[src/rtl/hvac_pkg.sv]
// Shared types and helpers for the multi-zone HVAC controller.
// Optional feature macro: HVAC_AUTO_MODE_EN (enables the AUTO zone mode).
package hvac_pkg;

    typedef enum logic [2:0] {
        ST_OFF   = 3'd0,
        ST_GUARD = 3'd1,
        ST_IDLE  = 3'd2,
        ST_HEAT  = 3'd3,
        ST_COOL  = 3'd4
    } zone_state_t;

    // MODE_AUTO is only reachable when HVAC_AUTO_MODE_EN is defined.
    typedef enum logic [1:0] {
        MODE_HEAT = 2'd0,
        MODE_COOL = 2'd1,
        MODE_AUTO = 2'd2
    } zone_mode_t;

    // Counter must hold max(MIN_RUN, GUARD_CYC) - 1; never narrower than 1 bit.
    function automatic int unsigned cnt_width(input int unsigned min_run,
                                              input int unsigned guard_cyc);
        int unsigned m;
        m = (min_run > guard_cyc) ? min_run : guard_cyc;
        return (m < 2) ? 1 : $clog2(m);
    endfunction

    // Lower hysteresis bound, clamped at zero instead of wrapping.
    function automatic logic [31:0] hyst_lo(input logic [31:0] sp,
                                            input logic [31:0] hyst);
        return (sp >= hyst) ? (sp - hyst) : 32'd0;
    endfunction

    // Upper hysteresis bound, clamped at the largest representable temperature.
    function automatic logic [31:0] hyst_hi(input logic [31:0] sp,
                                            input logic [31:0] hyst,
                                            input logic [31:0] tmax);
        return ((sp + hyst) > tmax) ? tmax : (sp + hyst);
    endfunction

endpackage

[src/rtl/hvac_zone_fsm.sv]
// One HVAC zone: Moore state machine, persistent mode register and a shared
// guard / minimum-run counter. Optional macro: HVAC_AUTO_MODE_EN.
//
// state    | meaning
// ---------+-----------------------------------------------------------
// ST_OFF   | zone powered down, off_ind high
// ST_GUARD | compressor lockout, counts GUARD_CYC cycles, lockout high
// ST_IDLE  | powered, waiting for temp to leave the hysteresis band
// ST_HEAT  | heating element driven, at least MIN_RUN cycles
// ST_COOL  | cooling element driven, at least MIN_RUN cycles
module hvac_zone_fsm
    import hvac_pkg::*;
#(
    parameter int TEMP_W    = 8,
    parameter int HYST      = 2,
    parameter int MIN_RUN   = 16,
    parameter int GUARD_CYC = 8
) (
    input  logic              clk,
    input  logic              reset,
    input  logic              on,
    input  logic              off,
    input  logic              heat_sel,
    input  logic              cool_sel,
    input  logic [TEMP_W-1:0] temp,
    input  logic [TEMP_W-1:0] setpoint,
    output logic              display,
    output logic              heat_en,
    output logic              cool_en,
    output logic              off_ind,
    output logic              lockout
);

    localparam int CNT_W = int'(cnt_width(MIN_RUN, GUARD_CYC));
    localparam logic [CNT_W-1:0] RUN_LAST   = CNT_W'(MIN_RUN - 1);
    localparam logic [CNT_W-1:0] GUARD_LAST = CNT_W'(GUARD_CYC - 1);
    localparam int BND_W = TEMP_W + 1;
    localparam int unsigned TEMP_MAX = (2 ** TEMP_W) - 1;

    zone_state_t      state_q, state_d;
    zone_mode_t       mode_q, mode_d;
    logic [CNT_W-1:0] cnt_q, cnt_d;

    logic [TEMP_W:0]  temp_x, sp_x, lo_b, hi_b;
    logic             below, above, heat_ok, cool_ok;

    // Hysteresis bounds at TEMP_W+1 bits so neither edge of the band can wrap.
    always_comb begin
        temp_x  = {1'b0, temp};
        sp_x    = {1'b0, setpoint};
        lo_b    = BND_W'(hyst_lo(32'(sp_x), 32'(HYST)));
        hi_b    = BND_W'(hyst_hi(32'(sp_x), 32'(HYST), 32'(TEMP_MAX)));
        below   = (temp_x < lo_b);
        above   = (temp_x > hi_b);
        heat_ok = (mode_q == MODE_HEAT) || (mode_q == MODE_AUTO);
        cool_ok = (mode_q == MODE_COOL) || (mode_q == MODE_AUTO);
    end

    // State, mode and counter registers; reset leaves the zone OFF in HEAT mode.
    always_ff @(posedge clk or negedge reset) begin
        if (!reset) begin
            state_q <= ST_OFF;
            mode_q  <= MODE_HEAT;
            cnt_q   <= '0;
        end else begin
            state_q <= state_d;
            mode_q  <= mode_d;
            cnt_q   <= cnt_d;
        end
    end

    // Next-state logic: off beats on, mode select is an independent register.
    always_comb begin
        state_d = state_q;
        mode_d  = mode_q;
        cnt_d   = cnt_q;

        if (heat_sel && cool_sel) begin
`ifdef HVAC_AUTO_MODE_EN
            mode_d = MODE_AUTO;
`else
            mode_d = MODE_HEAT;
`endif
        end else if (heat_sel) begin
            mode_d = MODE_HEAT;
        end else if (cool_sel) begin
            mode_d = MODE_COOL;
        end

        if (off) begin
            state_d = ST_OFF;
            cnt_d   = '0;
        end else if (on && (state_q == ST_OFF)) begin
            state_d = ST_GUARD;
            cnt_d   = '0;
        end else begin
            case (state_q)
                ST_OFF: begin
                    cnt_d = '0;
                end
                ST_GUARD: begin
                    if (cnt_q == GUARD_LAST) begin
                        state_d = ST_IDLE;
                        cnt_d   = '0;
                    end else begin
                        cnt_d = cnt_q + 1'b1;
                    end
                end
                ST_IDLE: begin
                    if (heat_ok && below) begin
                        state_d = ST_HEAT;
                        cnt_d   = '0;
                    end else if (cool_ok && above) begin
                        state_d = ST_COOL;
                        cnt_d   = '0;
                    end
                end
                ST_HEAT: begin
                    if (cnt_q != RUN_LAST) begin
                        cnt_d = cnt_q + 1'b1;
                    end else if ((temp_x >= sp_x) || !heat_ok) begin
                        state_d = ST_GUARD;
                        cnt_d   = '0;
                    end
                end
                ST_COOL: begin
                    if (cnt_q != RUN_LAST) begin
                        cnt_d = cnt_q + 1'b1;
                    end else if ((temp_x <= sp_x) || !cool_ok) begin
                        state_d = ST_GUARD;
                        cnt_d   = '0;
                    end
                end
                default: begin
                    state_d = ST_OFF;
                    cnt_d   = '0;
                end
            endcase
        end
    end

    // Moore outputs decoded purely from the state register.
    always_comb begin
        display = (state_q != ST_OFF);
        off_ind = (state_q == ST_OFF);
        heat_en = (state_q == ST_HEAT);
        cool_en = (state_q == ST_COOL);
        lockout = (state_q == ST_GUARD);
    end

endmodule

[src/rtl/hvac_zone_ctrl.sv]
// Multi-zone HVAC controller: ZONES independent copies of hvac_zone_fsm,
// each driven by its own slice of the command and temperature buses.
// Optional macro: HVAC_AUTO_MODE_EN (heat_sel+cool_sel selects AUTO mode).
module hvac_zone_ctrl
    import hvac_pkg::*;
#(
    parameter int ZONES     = 2,
    parameter int TEMP_W    = 8,
    parameter int HYST      = 2,
    parameter int MIN_RUN   = 16,
    parameter int GUARD_CYC = 8
) (
    input  logic                     clk,
    input  logic                     reset,
    input  logic [ZONES-1:0]         on,
    input  logic [ZONES-1:0]         off,
    input  logic [ZONES-1:0]         heat_sel,
    input  logic [ZONES-1:0]         cool_sel,
    input  logic [ZONES*TEMP_W-1:0]  temp,
    input  logic [ZONES*TEMP_W-1:0]  setpoint,
    output logic [ZONES-1:0]         display,
    output logic [ZONES-1:0]         heat_en,
    output logic [ZONES-1:0]         cool_en,
    output logic [ZONES-1:0]         off_ind,
    output logic [ZONES-1:0]         lockout
);

    // One independent controller per zone; no shared arbitration.
    for (genvar z = 0; z < ZONES; z++) begin : g_zone
        hvac_zone_fsm #(
            .TEMP_W   (TEMP_W),
            .HYST     (HYST),
            .MIN_RUN  (MIN_RUN),
            .GUARD_CYC(GUARD_CYC)
        ) u_zone (
            .clk     (clk),
            .reset   (reset),
            .on      (on[z]),
            .off     (off[z]),
            .heat_sel(heat_sel[z]),
            .cool_sel(cool_sel[z]),
            .temp    (temp[z*TEMP_W +: TEMP_W]),
            .setpoint(setpoint[z*TEMP_W +: TEMP_W]),
            .display (display[z]),
            .heat_en (heat_en[z]),
            .cool_en (cool_en[z]),
            .off_ind (off_ind[z]),
            .lockout (lockout[z])
        );
    end

endmodule

[config.mk]
export PLATFORM = sky130hd
export DESIGN_NAME = hvac_zone_ctrl
export DESIGN_NICKNAME = d
export VERILOG_FILES = /design/src/rtl/hvac_pkg.sv /design/src/rtl/hvac_zone_fsm.sv /design/src/rtl/hvac_zone_ctrl.sv
export SDC_FILE = /design/constraint.sdc
export NUM_CORES = 1
export LEC_CHECK = 0
export CORE_MARGIN = 4
export CORE_UTILIZATION = 25
export DETAILED_ROUTE_END_ITERATION = 8
export DONT_BUFFER_PORTS = 1
export PLACE_DENSITY = 0.41
export SYNTH_ARGS = -nofsm -noshare
export SYNTH_HDL_FRONTEND = slang
export SYNTH_SLANG_ARGS = --single-unit
[constraint.sdc]
create_clock -name clk -period 6.1 [get_ports clk]
set_clock_uncertainty 0.15 [all_clocks]
set_input_delay 0.915 -clock clk [delete_from_list [all_inputs] [get_ports clk]]
set_output_delay 0.915 -clock clk [all_outputs]
set_load 0.01 [all_outputs]
==> flow_metrics.env <==
export IMPL_status="complete, no violations"
export IMPL_final_hold_viol_count=0
export IMPL_hold_ws_ps=211
export IMPL_remaining_drc_errors=0
export IMPL_die_w_um=115
export IMPL_ant_nets=0
export IMPL_fp_dieArea_sq_mm=0.0133
export IMPL_grt_max_degree=17
export IMPL_ys_warnings_count=0
export IMPL_via_per_inst=5.02
export IMPL_grt_pass1_wl_um=12200
export IMPL_cts_buffers=3
export IMPL_placementRows=38
export IMPL_vias=2495
export IMPL_io_pins=52
export IMPL_p_total_uw=635
export IMPL_initial_core_util_pct=26.1
export IMPL_antenna_found_initial=0
export IMPL_yosys_register_bits=16
export IMPL_worst_endpoint_required_ps=6120
export IMPL_swShare_pct=42.0
export IMPL_postCtsSetupBuffers=0
export IMPL_setup_viol=0
export IMPL_timing_fmax_mhz=257
export IMPL_wirelength_um=7460
export IMPL_syn_num_nets=466
export IMPL_cp_start_kind="input pin"
export IMPL_hp_class="in2async"
export IMPL_first_global_vias=2550
export IMPL_period_share_pct=63.9
export IMPL_synth_flop_cell="dfrtp_1"
export IMPL_synthDistinctLibCells=57
export IMPL_die_y_um=115
export IMPL_cp_arrival_ps=3920
export IMPL_place_congestion=0.811
export IMPL_area_growth_syn_to_layout_pct=4.78
export IMPL_crit_path_end_kind="register"
export IMPL_ys_seq_area_share_pct=13.9
export IMPL_cts_tree="built"
export IMPL_fin_crit_ps=3900
export IMPL_worst_path_max_delay_cell="or4b_4"
export IMPL_clk_latency_ps=250
export IMPL_pwr_share_seq_pct=27.3
export IMPL_critPathTopFamily="compound AO/OA/AOI/OAI gates"
export IMPL_powerDensity_mw_per_mm2=211
export IMPL_tns_ps=0
export IMPL_synth_edf_count=0
export IMPL_cts_resized=0
export IMPL_maxCapViolCount=0
export IMPL_rsz0062_at_grt="no"
export IMPL_path_buf_inv=1
export IMPL_intPower_uw=368
export IMPL_slowest_delay_ps=490
export IMPL_clockBufferDepth=2
export IMPL_core_sq_mm=0.0110
export IMPL_comb_power_share_pct=49.9
export IMPL_postCtsHoldBufs=0
export IMPL_dp_hpwl_um=6450
export IMPL_power_switching_uw=267
export IMPL_fillCellCount=1232
export IMPL_final_cells=497
export IMPL_drive_gt1_share_pct=7.84
export IMPL_cts_sinks=16
export IMPL_clk_pin_slew_ps=60
export IMPL_port_buffers=0
export IMPL_synthArstFlopShare_pct=100
export IMPL_antennaDiodeCount=0
export IMPL_globalRouteTotalUtil_pct=11.2
export IMPL_dr_pass1_iters=4
export IMPL_overflow=0
export IMPL_relSlewSlack_pct=33.5
export IMPL_worstPathCellList="inv_1 > ha_1 > or4b_4 > nor3_2 > nand2_2 > nand2_1 > ha_1 > a21oi_1 > o2111ai_1 > o31ai_1 > a31oi_4 > o311a_2 > a21oi_1 > mux2i_1"
export IMPL_vdd_drop_max_mv=0.127
export IMPL_netlist_instances=372
export IMPL_dp_cells=493
export IMPL_crit_fanout=6
export IMPL_wl_per_cell_um=15.0
export IMPL_worstSetupPathType="in2reg"
export IMPL_syn_area_per_cell_sq_um=7.74
export IMPL_htree_levels=1
export IMPL_maxSlewViolCount=0
export IMPL_worstMarginPinSlew_ps=989
export IMPL_drt_iter0_markers=77
export IMPL_netlist_area_sq_mm=0.00288
export IMPL_layout_nets=452
export IMPL_clk_root_buffer_cell="clkbuf_16"
export IMPL_clkPwrFrac_pct=22.7
export IMPL_p_leak_nw=1.37
path summary, 6_finish.rpt:
path,from,endpoint,slack [ps],depth (start not counted)
setup / recovery,setpoint[1],g_zone[0].u_zone.cnt_q[1],2200,14
hold / removal,reset,g_zone[1].u_zone.state_q[1],210,0
setup reg to reg,g_zone[0].u_zone.state_q[0],g_zone[0].u_zone.state_q[1],3710,6
hold reg to reg,g_zone[0].u_zone.cnt_q[0],g_zone[0].u_zone.cnt_q[0],360,1
max in group asynchronous,reset,g_zone[0].u_zone.state_q[0],5510,0
min in group clk,g_zone[0].u_zone.cnt_q[0],g_zone[0].u_zone.cnt_q[0],360,1
per-stage QoR:
stage	utilization [%]	worst slack (ps)	instance area [sq um]
CTS	27.3	2220	3020
detailed placement	26.5	2000	2930
finish	27.3	2200	3020
global route	27.3	2020	3020
floorplan	-	2250	2880
global placement	26.5	2010	2930
cells in the mapped netlist (3+ instances only):
cell / number / area (sq um)
ha_1: 52 / 651
nor2_1: 42 / 158
inv_1: 34 / 128
nand2_1: 34 / 128
a21oi_1: 19 / 95.1
dfrtp_1: 16 / 400
nand3_1: 14 / 70.1
nor3_1: 14 / 70.1
o21ai_0: 14 / 70.1
buf_4: 10 / 75.1
mux2i_1: 9 / 90.1
xnor2_1: 9 / 78.8
nand2b_1: 8 / 50.1
nand4_1: 8 / 50.1
nor2b_1: 7 / 43.8
a211oi_1: 5 / 37.5
clkbuf_1: 5 / 18.8
o211ai_1: 5 / 37.5
or2_2: 5 / 31.3
xor2_1: 4 / 35.0
a21o_1: 3 / 22.5
a41oi_1: 3 / 26.3
or4_1: 3 / 22.5
state kept, by name (all words and copies together), names as in the netlist:
name / flops
g_zone.u_zone.cnt_q: 8
g_zone.u_zone.mode_q: 2
g_zone.u_zone.state_q: 6
power groups by stage:
stage          Combinational, mW  Clock [mW]  Sequential (mW)
2_1_floorplan              0.339           0            0.145
3_3_place_gp               0.323           0            0.174
3_5_place_dp               0.320           0            0.174
4_1_cts                    0.321       0.149            0.173
5_1_grt                    0.360       0.155            0.179
6_report                   0.317       0.144            0.174
cell usage in the layout (no fill, tap or decap), types with 2 or more instances in the layout:
cell       synthesis  routed
nor2_1            42      42
o311a_2            2       2
nor3_1            14      14
o2111ai_1          2       2
nor2b_1            7       7
mux2_2             2       2
nand2b_1           8       8
a41oi_1            3       3
xor2_1             4       4
nor3b_1            2       2
o22ai_1            2       2
a22oi_1            2       2
mux2_4             2       2
o211ai_1           5       5
and3_1             2       2
a21oi_1           19      19
or4_1              3       3
o21ai_0           14      14
nor3_2             2       2
mux2i_1            9       9
o31ai_1            2       2
a21o_1             3       3
or2_2              5       5
xnor2_1            9       9
a211oi_1           5       5
nand4_1            8       8
a2bb2oi_1          2       2
nand3_1           14      14
nand2_1           34      34
dfrtp_1           16      16
a31oi_4            2       2
a31oi_1            2       2
ha_1              52      52
inv_1             34      34
clkbuf_16          0       3
routing by layer:
metal	global-route usage [%]	wire length, um
met1	14.7	3440
met2	19.3	3620
met3	1.47	326
met4	2.58	78
met5	0	0
logic make-up (layout without fill, tap and decap cells):
family,after synthesis,count (layout),share of synthesized area (%)
and+or+nand+nor,149,149,26.2
xor gates and xnor gates,13,13,3.96
adders and majority gates,52,52,22.6
buffers and inverters,53,38,8.83
DFF,16,16,13.9
muxes,13,13,4.96
AOI/OAI and AO/OA,76,76,19.6
cell type report:
class | instances | area (sq um) | share of cell area (%)
Multi-Input combinational cell | 303 | 2220 | 73.7
Sequential cell | 16 | 400 | 13.3
Inverter | 34 | 128 | 4.23
Clock buffer | 4 | 88.8 | 2.95
Tap cell | 140 | 175 | 5.81
(Power assumes the default switching activity.)
